$ cat src/rtl/sprite_line_sched.sv
// Per-scanline sprite scheduler: scans the sprite table for the next line, fetches hit rows from the
// shared sprite ROM into a shadow slot bank, and swaps it into the active bank on line_start. Option: SCHED_STATS_EN.
module sprite_line_sched #(
    parameter int NUM_SPR   = 8,
    parameter int MAX_SLOTS = 4,
    parameter int SPR_H     = 16,
    parameter int SPR_W     = 8,
    parameter int CODE_W    = 2,
    parameter int POS_W     = 9
) (
    input  logic                               clk,
    input  logic                               reset,
    input  logic                               line_start,
    input  logic [POS_W-1:0]                   vpos,
    input  logic                               tbl_we,
    input  logic [$clog2(NUM_SPR)-1:0]         tbl_idx,
    input  logic [POS_W-1:0]                   tbl_x,
    input  logic [POS_W-1:0]                   tbl_y,
    input  logic [CODE_W-1:0]                  tbl_code,
    output logic                               rom_en,
    output logic [CODE_W+$clog2(SPR_H)-1:0]    rom_addr,
    input  logic [SPR_W-1:0]                   rom_data,
    output logic [MAX_SLOTS-1:0]               act_valid,
    output logic [MAX_SLOTS*POS_W-1:0]         act_x,
    output logic [MAX_SLOTS*SPR_W-1:0]         act_bits,
    output logic                               act_ovf,
    output logic                               busy,
    output logic                               done,
    output logic                               late
`ifdef SCHED_STATS_EN
    ,
    output logic [15:0]                        ovf_cnt
`endif
);

    localparam int IDX_W = $clog2(NUM_SPR);
    localparam int ROW_W = $clog2(SPR_H);
    localparam int CNT_W = $clog2(MAX_SLOTS + 1);

    typedef enum logic [2:0] {S_IDLE, S_CHECK, S_FETCH, S_CAPTURE, S_DONE} state_t;

    state_t state_q, state_d;

    logic [POS_W-1:0]  tbl_x_q    [NUM_SPR];
    logic [POS_W-1:0]  tbl_y_q    [NUM_SPR];
    logic [CODE_W-1:0] tbl_code_q [NUM_SPR];

    logic [POS_W-1:0]           vpos_q;
    logic [IDX_W-1:0]           idx_q;
    logic [CNT_W-1:0]           n_q;
    logic [ROW_W-1:0]           row_q;
    logic [CODE_W-1:0]          code_q;
    logic [POS_W-1:0]           xl_q;
    logic [MAX_SLOTS-1:0]       sh_valid;
    logic [MAX_SLOTS*POS_W-1:0] sh_x;
    logic [MAX_SLOTS*SPR_W-1:0] sh_bits;
    logic                       sh_ovf;

    logic [POS_W-1:0] row;
    logic             hit;
    logic             slot_free;
    logic             last;

    // Modulo subtraction lets sprites straddling the top of the frame still hit.
    assign row       = vpos_q - tbl_y_q[idx_q];
    assign hit       = (row[POS_W-1:ROW_W] == '0);
    assign slot_free = (n_q < CNT_W'(MAX_SLOTS));
    assign last      = (idx_q == IDX_W'(NUM_SPR - 1));

    assign rom_en   = (state_q == S_FETCH);
    assign rom_addr = rom_en ? {code_q, row_q} : '0;
    assign busy     = (state_q == S_CHECK) || (state_q == S_FETCH) || (state_q == S_CAPTURE);
    assign done     = (state_q == S_DONE);

    always_ff @(posedge clk) begin
        if (reset) state_q <= S_IDLE;
        else       state_q <= state_d;
    end

    always_comb begin
        state_d = state_q;
        case (state_q)
            S_IDLE:    state_d = S_IDLE;
            S_CHECK: begin
                if (hit && slot_free) state_d = S_FETCH;
                else if (last)        state_d = S_DONE;
                else                  state_d = S_CHECK;
            end
            S_FETCH:   state_d = S_CAPTURE;
            S_CAPTURE: state_d = last ? S_DONE : S_CHECK;
            S_DONE:    state_d = S_IDLE;
            default:   state_d = S_IDLE;
        endcase
        // A new line always restarts the scan, abandoning any scan still running.
        if (line_start) state_d = S_CHECK;
    end

    always_ff @(posedge clk) begin
        if (reset) begin
            for (int i = 0; i < NUM_SPR; i++) begin
                tbl_x_q[i]    <= '0;
                tbl_y_q[i]    <= '0;
                tbl_code_q[i] <= '0;
            end
        end else if (tbl_we) begin
            tbl_x_q[tbl_idx]    <= tbl_x;
            tbl_y_q[tbl_idx]    <= tbl_y;
            tbl_code_q[tbl_idx] <= tbl_code;
        end
    end

    always_ff @(posedge clk) begin
        if (reset) begin
            vpos_q    <= '0;
            idx_q     <= '0;
            n_q       <= '0;
            row_q     <= '0;
            code_q    <= '0;
            xl_q      <= '0;
            sh_valid  <= '0;
            sh_x      <= '0;
            sh_bits   <= '0;
            sh_ovf    <= 1'b0;
            act_valid <= '0;
            act_x     <= '0;
            act_bits  <= '0;
            act_ovf   <= 1'b0;
            late      <= 1'b0;
`ifdef SCHED_STATS_EN
            ovf_cnt   <= '0;
`endif
        end else if (line_start) begin
            act_valid <= sh_valid;
            act_x     <= sh_x;
            act_bits  <= sh_bits;
            act_ovf   <= sh_ovf;
            sh_valid  <= '0;
            sh_x      <= '0;
            sh_bits   <= '0;
            sh_ovf    <= 1'b0;
            vpos_q    <= vpos;
            idx_q     <= '0;
            n_q       <= '0;
            if (busy) late <= 1'b1;
`ifdef SCHED_STATS_EN
            if (sh_ovf && (ovf_cnt != 16'hFFFF)) ovf_cnt <= ovf_cnt + 16'd1;
`endif
        end else begin
            case (state_q)
                S_CHECK: begin
                    if (hit && slot_free) begin
                        row_q  <= row[ROW_W-1:0];
                        code_q <= tbl_code_q[idx_q];
                        xl_q   <= tbl_x_q[idx_q];
                    end else begin
                        if (hit)   sh_ovf <= 1'b1;
                        if (!last) idx_q  <= idx_q + 1'b1;
                    end
                end
                S_CAPTURE: begin
                    for (int s = 0; s < MAX_SLOTS; s++) begin
                        if (n_q == CNT_W'(s)) begin
                            sh_valid[s]               <= 1'b1;
                            sh_x[s*POS_W +: POS_W]    <= xl_q;
                            sh_bits[s*SPR_W +: SPR_W] <= rom_data;
                        end
                    end
                    n_q <= n_q + 1'b1;
                    if (!last) idx_q <= idx_q + 1'b1;
                end
                default: ;
            endcase
        end
    end

endmodule

$ cat config.mk
export PLATFORM = sky130hd
export DESIGN_NAME = sprite_line_sched
export DESIGN_NICKNAME = d
export VERILOG_FILES = /design/src/rtl/sprite_line_sched.sv
export SDC_FILE = /design/constraint.sdc
export NUM_CORES = 1
export LEC_CHECK = 0
export ABC_AREA = 1
export BUFFER_PORTS_ARGS = -buffer_cell sky130_fd_sc_hd__buf_2
export CORE_ASPECT_RATIO = 2
export CORE_MARGIN = 2
export CORE_UTILIZATION = 59
export CTS_CLUSTER_DIAMETER = 150
export DETAILED_ROUTE_END_ITERATION = 16
export HOLD_SLACK_MARGIN = 0.03
export PLACE_DENSITY = 0.79
export SYNTH_ARGS = -nofsm -noshare
export SYNTH_HDL_FRONTEND = slang
export SYNTH_SLANG_ARGS = --single-unit
$ cat constraint.sdc
create_clock -name clk -period 3.7 [get_ports clk]
set_input_delay 0.74 -clock clk [delete_from_list [all_inputs] [get_ports clk]]
set_output_delay 0.74 -clock clk [all_outputs]
set_load 0.05 [all_outputs]
==> reports/qor.yml, run 1 <==
clock_network:
  clock_latency_ns: 0.56
  root_buffer: "clkbuf_16"
  post_cts_buffers: 0
  cts_buffers: 28
  h-tree-depth: 1
  tritoncts: "built"
  clockBufferDepth: 3
  clk_pin_slew_ns: 0.07
  ctsResizeCount: 0
  hold_buffers: 0
  cts.sinks: 343
cells_and_area:
  final_common_cell: "nor2_1"
  area_growth_pct: 13.1
  antenna_cells: 0
  fin_nets: 1688
  final_cell_mix: "nor2_1, o21ai_0, dfxtp_1"
  final_layout_size_suffix_gt1_share_pct: 13.7
logic_synthesis:
  avgSynthCellArea_um2: 9.02
  yosys.area.top_type: "edfxtp_1"
  synthTopCellsByArea: "edfxtp_1, dfxtp_1, nor2_1"
  synth-seq-cells: 343
  synth.distinct_cells: 36
  synth_seq_area_share_pct: 61.1
  yosys_warnings: 0
  yosysTopAreaCellShare_pct: 34.7
  synth_nets: 1595
  netlist_area_mm2: 0.0139
  syn-instance-count: 1536
die:
  io_pins: 127
  die_area_mm2: 0.0248
  die_h_um: 221
  initial_core_util_pct: 59.9
  num_rows: 79
  core_area_mm2: 0.0231
  die_w_um: 112
global_routing:
  grt_pass1_vias: 10800
  antenna_found_initial: 0
  grt_max_degree: 84
  grt_pass1_wl_um: 53300
  grt-ovfl-total: 0
  gr-usage-all-layers_pct: 27.1
setup_path:
  critical_path_required_ns: 4.10
  slowest_stage: "ha_1"
  worstPathArrival_ns: 3.78
  critPathTopFamily: "simple AND/OR/NAND/NOR gates"
  crit_path_max_incr_delay_ns: 0.41
  cp.buffers_inverters: 3
  crit_type: "reg2reg"
  crit_path_cell_trace: "buf_4, o21ai_0, o22ai_1, o21ai_0, ha_1, nand2_1, nand2_1, inv_2, nand2_2, nand2_2, nor2_1, nor2_1, inv_1, nand2_1, nand2_2, nor2_8, nand3_1, nand3_1, a21oi_1"
  path_max_fanout: 36
  cp-end-kind: "flip-flop"
  worstSetupStartpointType: "flip-flop"
sta:
  min_period_ns: 3.37
  slew_headroom_pct: 30.7
  slew_viol_final: 0
  rsz0062_at_grt: "false"
  finalWorstSetupSlack_ns: 0.328
  tns_ns: 0
  clock_skew_ns: 0.0111
  tightest_slew_ns: 1.04
  hold_viol: 0
  finalSetupViolations: 0
  max_freq_mhz: 297
  period_share_pct: 91.1
place:
  gp_congestion: 0.864
  dpl_worst_slack_ns: 0.460
  dpl.hpwl_um: 23100
  io_buffers: 126
pwr:
  finalPower_mw: 8.03
  vdd_drop_max_v: 0.000576
  leakage_nw: 6.45
  power_density_mw_per_mm2: 512
run:
  maxCapViolCount: 0
drt:
  first_iter_violations: 1122
  vias_per_cell: 5.72
  dr.pass1.iters: 8
  drc: 0
  wl_per_cell_um: 17.6
  drt-total-wl_um: 34000
  postRouteAntennaNets: 0
  vias: 11100
status:
  status: "finished clean"
worst_hold_path:
  min_path_type: "in2reg"
[sequential cells by signal, summed over array words and instances (netlist names), 9 cells and up, named ones only]
register,flops
act_bits,32
act_x,36
sh_bits,32
sh_x,36
tbl_code_q,16
tbl_x_q,72
tbl_y_q,72
vpos_q,9
xl_q,9
[power by group]
| group | internal, mW | switching (mW) | leakage (nW) |
|---|---|---|---|
| combinational | 0.201 | 0.563 | 2.96 |
| sequential | 4.12 | 0.0575 | 3.02 |
| clock | 1.70 | 1.39 | 0.467 |
[worst min-delay path: stages]
cell and delay, ns:
buf_2 0.07, nor2_1 0.03, nor2_1 0.09
[Yosys cell counts]
library cell  count
dfxtp_1         183
edfxtp_1        160
nand3_4           1
inv_4             1
o21ai_0         216
clkbuf_1         75
nand2_2           4
a211oi_1          1
nand3_2           3
o221ai_1          6
xor2_1            2
xnor2_1           1
a21oi_1         103
ha_1             14
inv_2             3
a32o_1           11
nor3_1            1
a21oi_2           2
a31oi_1           1
clkinv_1          2
nand3b_1          2
nor2_1          421
nand2_1         147
inv_1            92
fa_1              1
nor2_4            1
buf_1             6
nand4_1          17
nor3b_1           1
nand3_1          21
buf_6             3
nor2_2            1
nor2_8            1
o22ai_1          20
buf_2            11
nor3_2            1
[per-stage QoR]
stage / util, % / hold slack, ns / instances / instance area (um2)
floorplan: - / 0.430 / 1536 / 13900
global placement: 63.6 / 0.436 / 1882 / 14700
detailed placement: 63.6 / 0.443 / 1882 / 14700
CTS: 67.7 / 0.410 / 1934 / 15700
global route: 67.7 / 0.420 / 1934 / 15700
finish: 67.7 / 0.417 / 1934 / 15700
[layer usage]
layer	vias to the layer above	track usage, %	routed length, um
met5	-	0	0
met4	0	18.4	2170
met3	119	2.85	1810
met2	468	50.8	18100
met1	5173	28.0	11900
li1	5305	-	-
[cell families after synthesis]
group | count (synthesis) | share of synthesized area, %
and+or+nand+nor | 622 | 18.0
AOI/OAI and AO/OA | 360 | 13.8
DFF | 343 | 61.1
buffers and inverters | 193 | 5.51
adders and majority gates | 15 | 1.41
xor gates and xnor gates | 3 | 0.190
[worst paths after layout]
| kind | from | end | slack, ns | depth (start not counted) |
|---|---|---|---|---|
| setup / recovery | flip-flop | flip-flop | 0.33 | 19 |
| hold / removal | vpos[2] | vpos_q[2]$_SDFFE_PP0P_ | 0.42 | 3 |
| setup reg to reg | flip-flop | flip-flop | 0.33 | 19 |
| hold reg to reg | late$_SDFFE_PP0P_ | late$_SDFFE_PP0P_ | 0.45 | 2 |
[cell type report]
cell class	instances	area, um2
clock buffers	31	754
inverters	98	370
multi-input cells	1000	4630
flip-flops and latches	343	8470
clock inverters	21	208
repair buffers	158	883
fillers	1800	7460
well taps	283	354
Note: power is estimated with default switching activity, not from simulation.
==> run 2: changes to the inputs <==
==> constraint.sdc (replaced) <==
create_clock -name clk -period 3.7 [get_ports clk]
set_input_delay 0.37 -clock clk [delete_from_list [all_inputs] [get_ports clk]]
set_output_delay 0.37 -clock clk [all_outputs]
set_load 0.05 [all_outputs]
==> reports/qor.yml, run 2 (same netlist as run 1, synthesis figures left out) <==
global_routing:
  gr-usage-all-layers_pct: 28.0  # was 27.1%
  met1_usage_pct: 29.3  # was 28.0%
  grt_max_degree: 92  # was 84
  grt_use_met3_pct: 2.71  # was 2.85%
  grtUsageMet2_pct: 52.1  # was 50.8%
  antenna_found_initial: 0  # unchanged
  grt_pass1_vias: 10900  # was 10800
  grt-ovfl-total: 0  # unchanged
  grt_busiest_layer: "met2"  # unchanged
  grt_pass1_wl_um: 54400  # was 53300 um
die:
  die_area_mm2: 0.0248  # unchanged
  core_area_mm2: 0.0231  # unchanged
  initial_core_util_pct: 59.9  # unchanged
  die_w_um: 112  # unchanged
  io_pins: 127  # unchanged
  die_h_um: 221  # unchanged
  num_rows: 79  # unchanged
drt:
  vias: 11100  # about the same
  first_iter_violations: 1172  # was 1122
  postRouteAntennaNets: 0  # unchanged
  dr.pass1.iters: 5  # was 8
  vias_per_cell: 5.71  # was 5.72
  drc: 0  # unchanged
  drt-total-wl_um: 35300  # was 34000 um
  wl_per_cell_um: 18.2  # was 17.6 um
cells_and_area:
  final_cell_mix: "nor2_1, o21ai_0, dfxtp_1"  # unchanged
  final_layout_size_suffix_gt1_share_pct: 14.1  # was 13.7%
  fillers: 1811  # was 1800
  fin_nets: 1692  # was 1688
  final_common_cell: "nor2_1"  # unchanged
  postLayoutCoreUtil_pct: 68.2  # was 67.7%
  area_growth_pct: 13.7  # was 13.1%
  reg_top3: "tbl_x_q (72), tbl_y_q (72)"  # unchanged
  antenna_cells: 0  # unchanged
sta:
  slew_viol_final: 0  # unchanged
  finalSetupViolations: 0  # unchanged
  tns_ns: 0  # unchanged
  holdWs_ns: 0.0428  # was 0.417 ns
  clock_skew_ns: 0.0184  # was 0.0111 ns
  hold_viol: 0  # unchanged
  slew_headroom_pct: 31.0  # was 30.7%
  tightest_slew_ns: 1.03  # was 1.04 ns
  period_share_pct: 89.4  # was 91.1%
  max_freq_mhz: 302  # was 297 MHz
  rsz0062_at_grt: "false"  # unchanged
  min_period_ns: 3.31  # was 3.37 ns
setup_path:
  crit_type: "reg2reg"  # unchanged
  crit_path_max_incr_delay_ns: 0.38  # was 0.41 ns
  critPathTopFamily: "compound AO/OA/AOI/OAI gates"  # was simple AND/OR/NAND/NOR gates
  crit_path_cell_trace: "buf_4, o21ai_0, o221ai_1, o21ai_0, ha_1, nand2_1, inv_1, a21oi_1, nand3b_1, a21oi_2, nand2_2, nor2_8, nand3_1, nand3_1, a21oi_1"  # was buf_4, o21ai_0, o22ai_1, o21ai_0, ha_1, nand2_1, nand2_1, inv_2, nand2_2, nand2_2, nor2_1, nor2_1, inv_1, nand2_1, nand2_2, nor2_8, nand3_1, nand3_1, a21oi_1
  r2r_cells: 15  # was 19
  cp.depth: 15  # was 19
  cp.buffers_inverters: 2  # was 3
  rrSetupSlack_ns: 0.39  # was 0.33 ns
  critPathCapture: "idx_q[0]$_SDFFE_PP0N_"
  cp-end-kind: "flip-flop"  # unchanged
  r2r_end: "idx_q[0]$_SDFFE_PP0N_"
  worstSetupStartpointType: "flip-flop"  # unchanged
  critical_path_required_ns: 4.09  # was 4.10 ns
  path_max_fanout: 36  # unchanged
  worstPathArrival_ns: 3.69  # was 3.78 ns
  slowest_stage: "dfxtp_1"  # was ha_1
place:
  io_buffers: 126  # unchanged
  dpl.hpwl_um: 23500  # was 23100 um
  gp_congestion: 0.868  # was 0.864
clock_network:
  ctsResizeCount: 0  # unchanged
  cts.sinks: 343  # unchanged
  clockBufferDepth: 3  # unchanged
  root_buffer: "clkbuf_16"  # unchanged
  clk_pin_slew_ns: 0.07  # about the same
  post_cts_buffers: 0  # unchanged
  cts_buffers: 27  # was 28
  h-tree-depth: 1  # unchanged
  tritoncts: "built"  # unchanged
  clock_latency_ns: 0.56  # about the same
  hold_buffers: 1  # was 0
pwr:
  power_density_mw_per_mm2: 521  # was 512 mW/mm2
  vdd_drop_max_v: 0.000526  # was 0.000576 V
  leakage_nw: 6.52  # was 6.45 nW
status:
  status: "finished clean"  # unchanged
run:
  maxCapViolCount: 0  # unchanged
worst_hold_path:
  min_path_type: "in2reg"  # unchanged
-- run 2: final cells by class --
type / instances / area [um2] / share of cell area [%]
well taps: 283 / 354 / 2.25
repair buffers: 163 / 911 / 5.78
multi-input cells: 1000 / 4630 / 29.4
inverters: 98 / 370 / 2.35
flip-flops and latches: 343 / 8470 / 53.7
clock inverters: 15 / 210 / 1.33
clock buffers: 35 / 820 / 5.20
-- run 2: per-stage QoR --
stage	area [um2]	std cells	total power, mW	setup WS, ns
after CTS	15800	1937	8.24	0.414
after detailed placement	14700	1886	5.03	0.435
final	15800	1937	8.21	0.392
after global placement	14700	1886	5.01	0.540
after global routing	15800	1937	8.44	0.0886
after floorplan	13900	1536	4.79	0.664
-- run 2: worst min-delay path by stage --
stage                                   endpoint                  start  slack, ns  cells past startpoint
after floorplan             act_ovf$_SDFFE_PP0P_    sh_ovf$_SDFFE_PP0P_       0.43                      2
after global placement         late$_SDFFE_PP0P_      late$_SDFFE_PP0P_       0.43                      2
after detailed placement   sh_x[35]$_SDFFE_PP0P_  sh_x[35]$_SDFFE_PP0P_       0.44                      2
after CTS                 vpos_q[5]$_SDFFE_PP0P_                vpos[5]       0.03                      3
after global routing      vpos_q[5]$_SDFFE_PP0P_                vpos[5]       0.04                      3
final                     vpos_q[5]$_SDFFE_PP0P_                vpos[5]       0.04                      3
-- run 2: tightest hold or removal path: stages --
cell and delay, ns:
buf_2 0.08, nor2_1 0.03, nor2_1 0.08
-- run 2: routing by layer --
metal,vias up,wire length [um]
met2,439,18700
met4,0,2370
met1,5188,12200
met5,-,0
li1,5313,-
met3,117,1980
-- run 2: power by group --
part           total [mW]  leakage (nW)  internal [mW]  switching (mW)
clock                3.26         0.514           1.90            1.37
sequential           4.18          3.02           4.12          0.0578
combinational       0.767          2.98          0.201           0.567
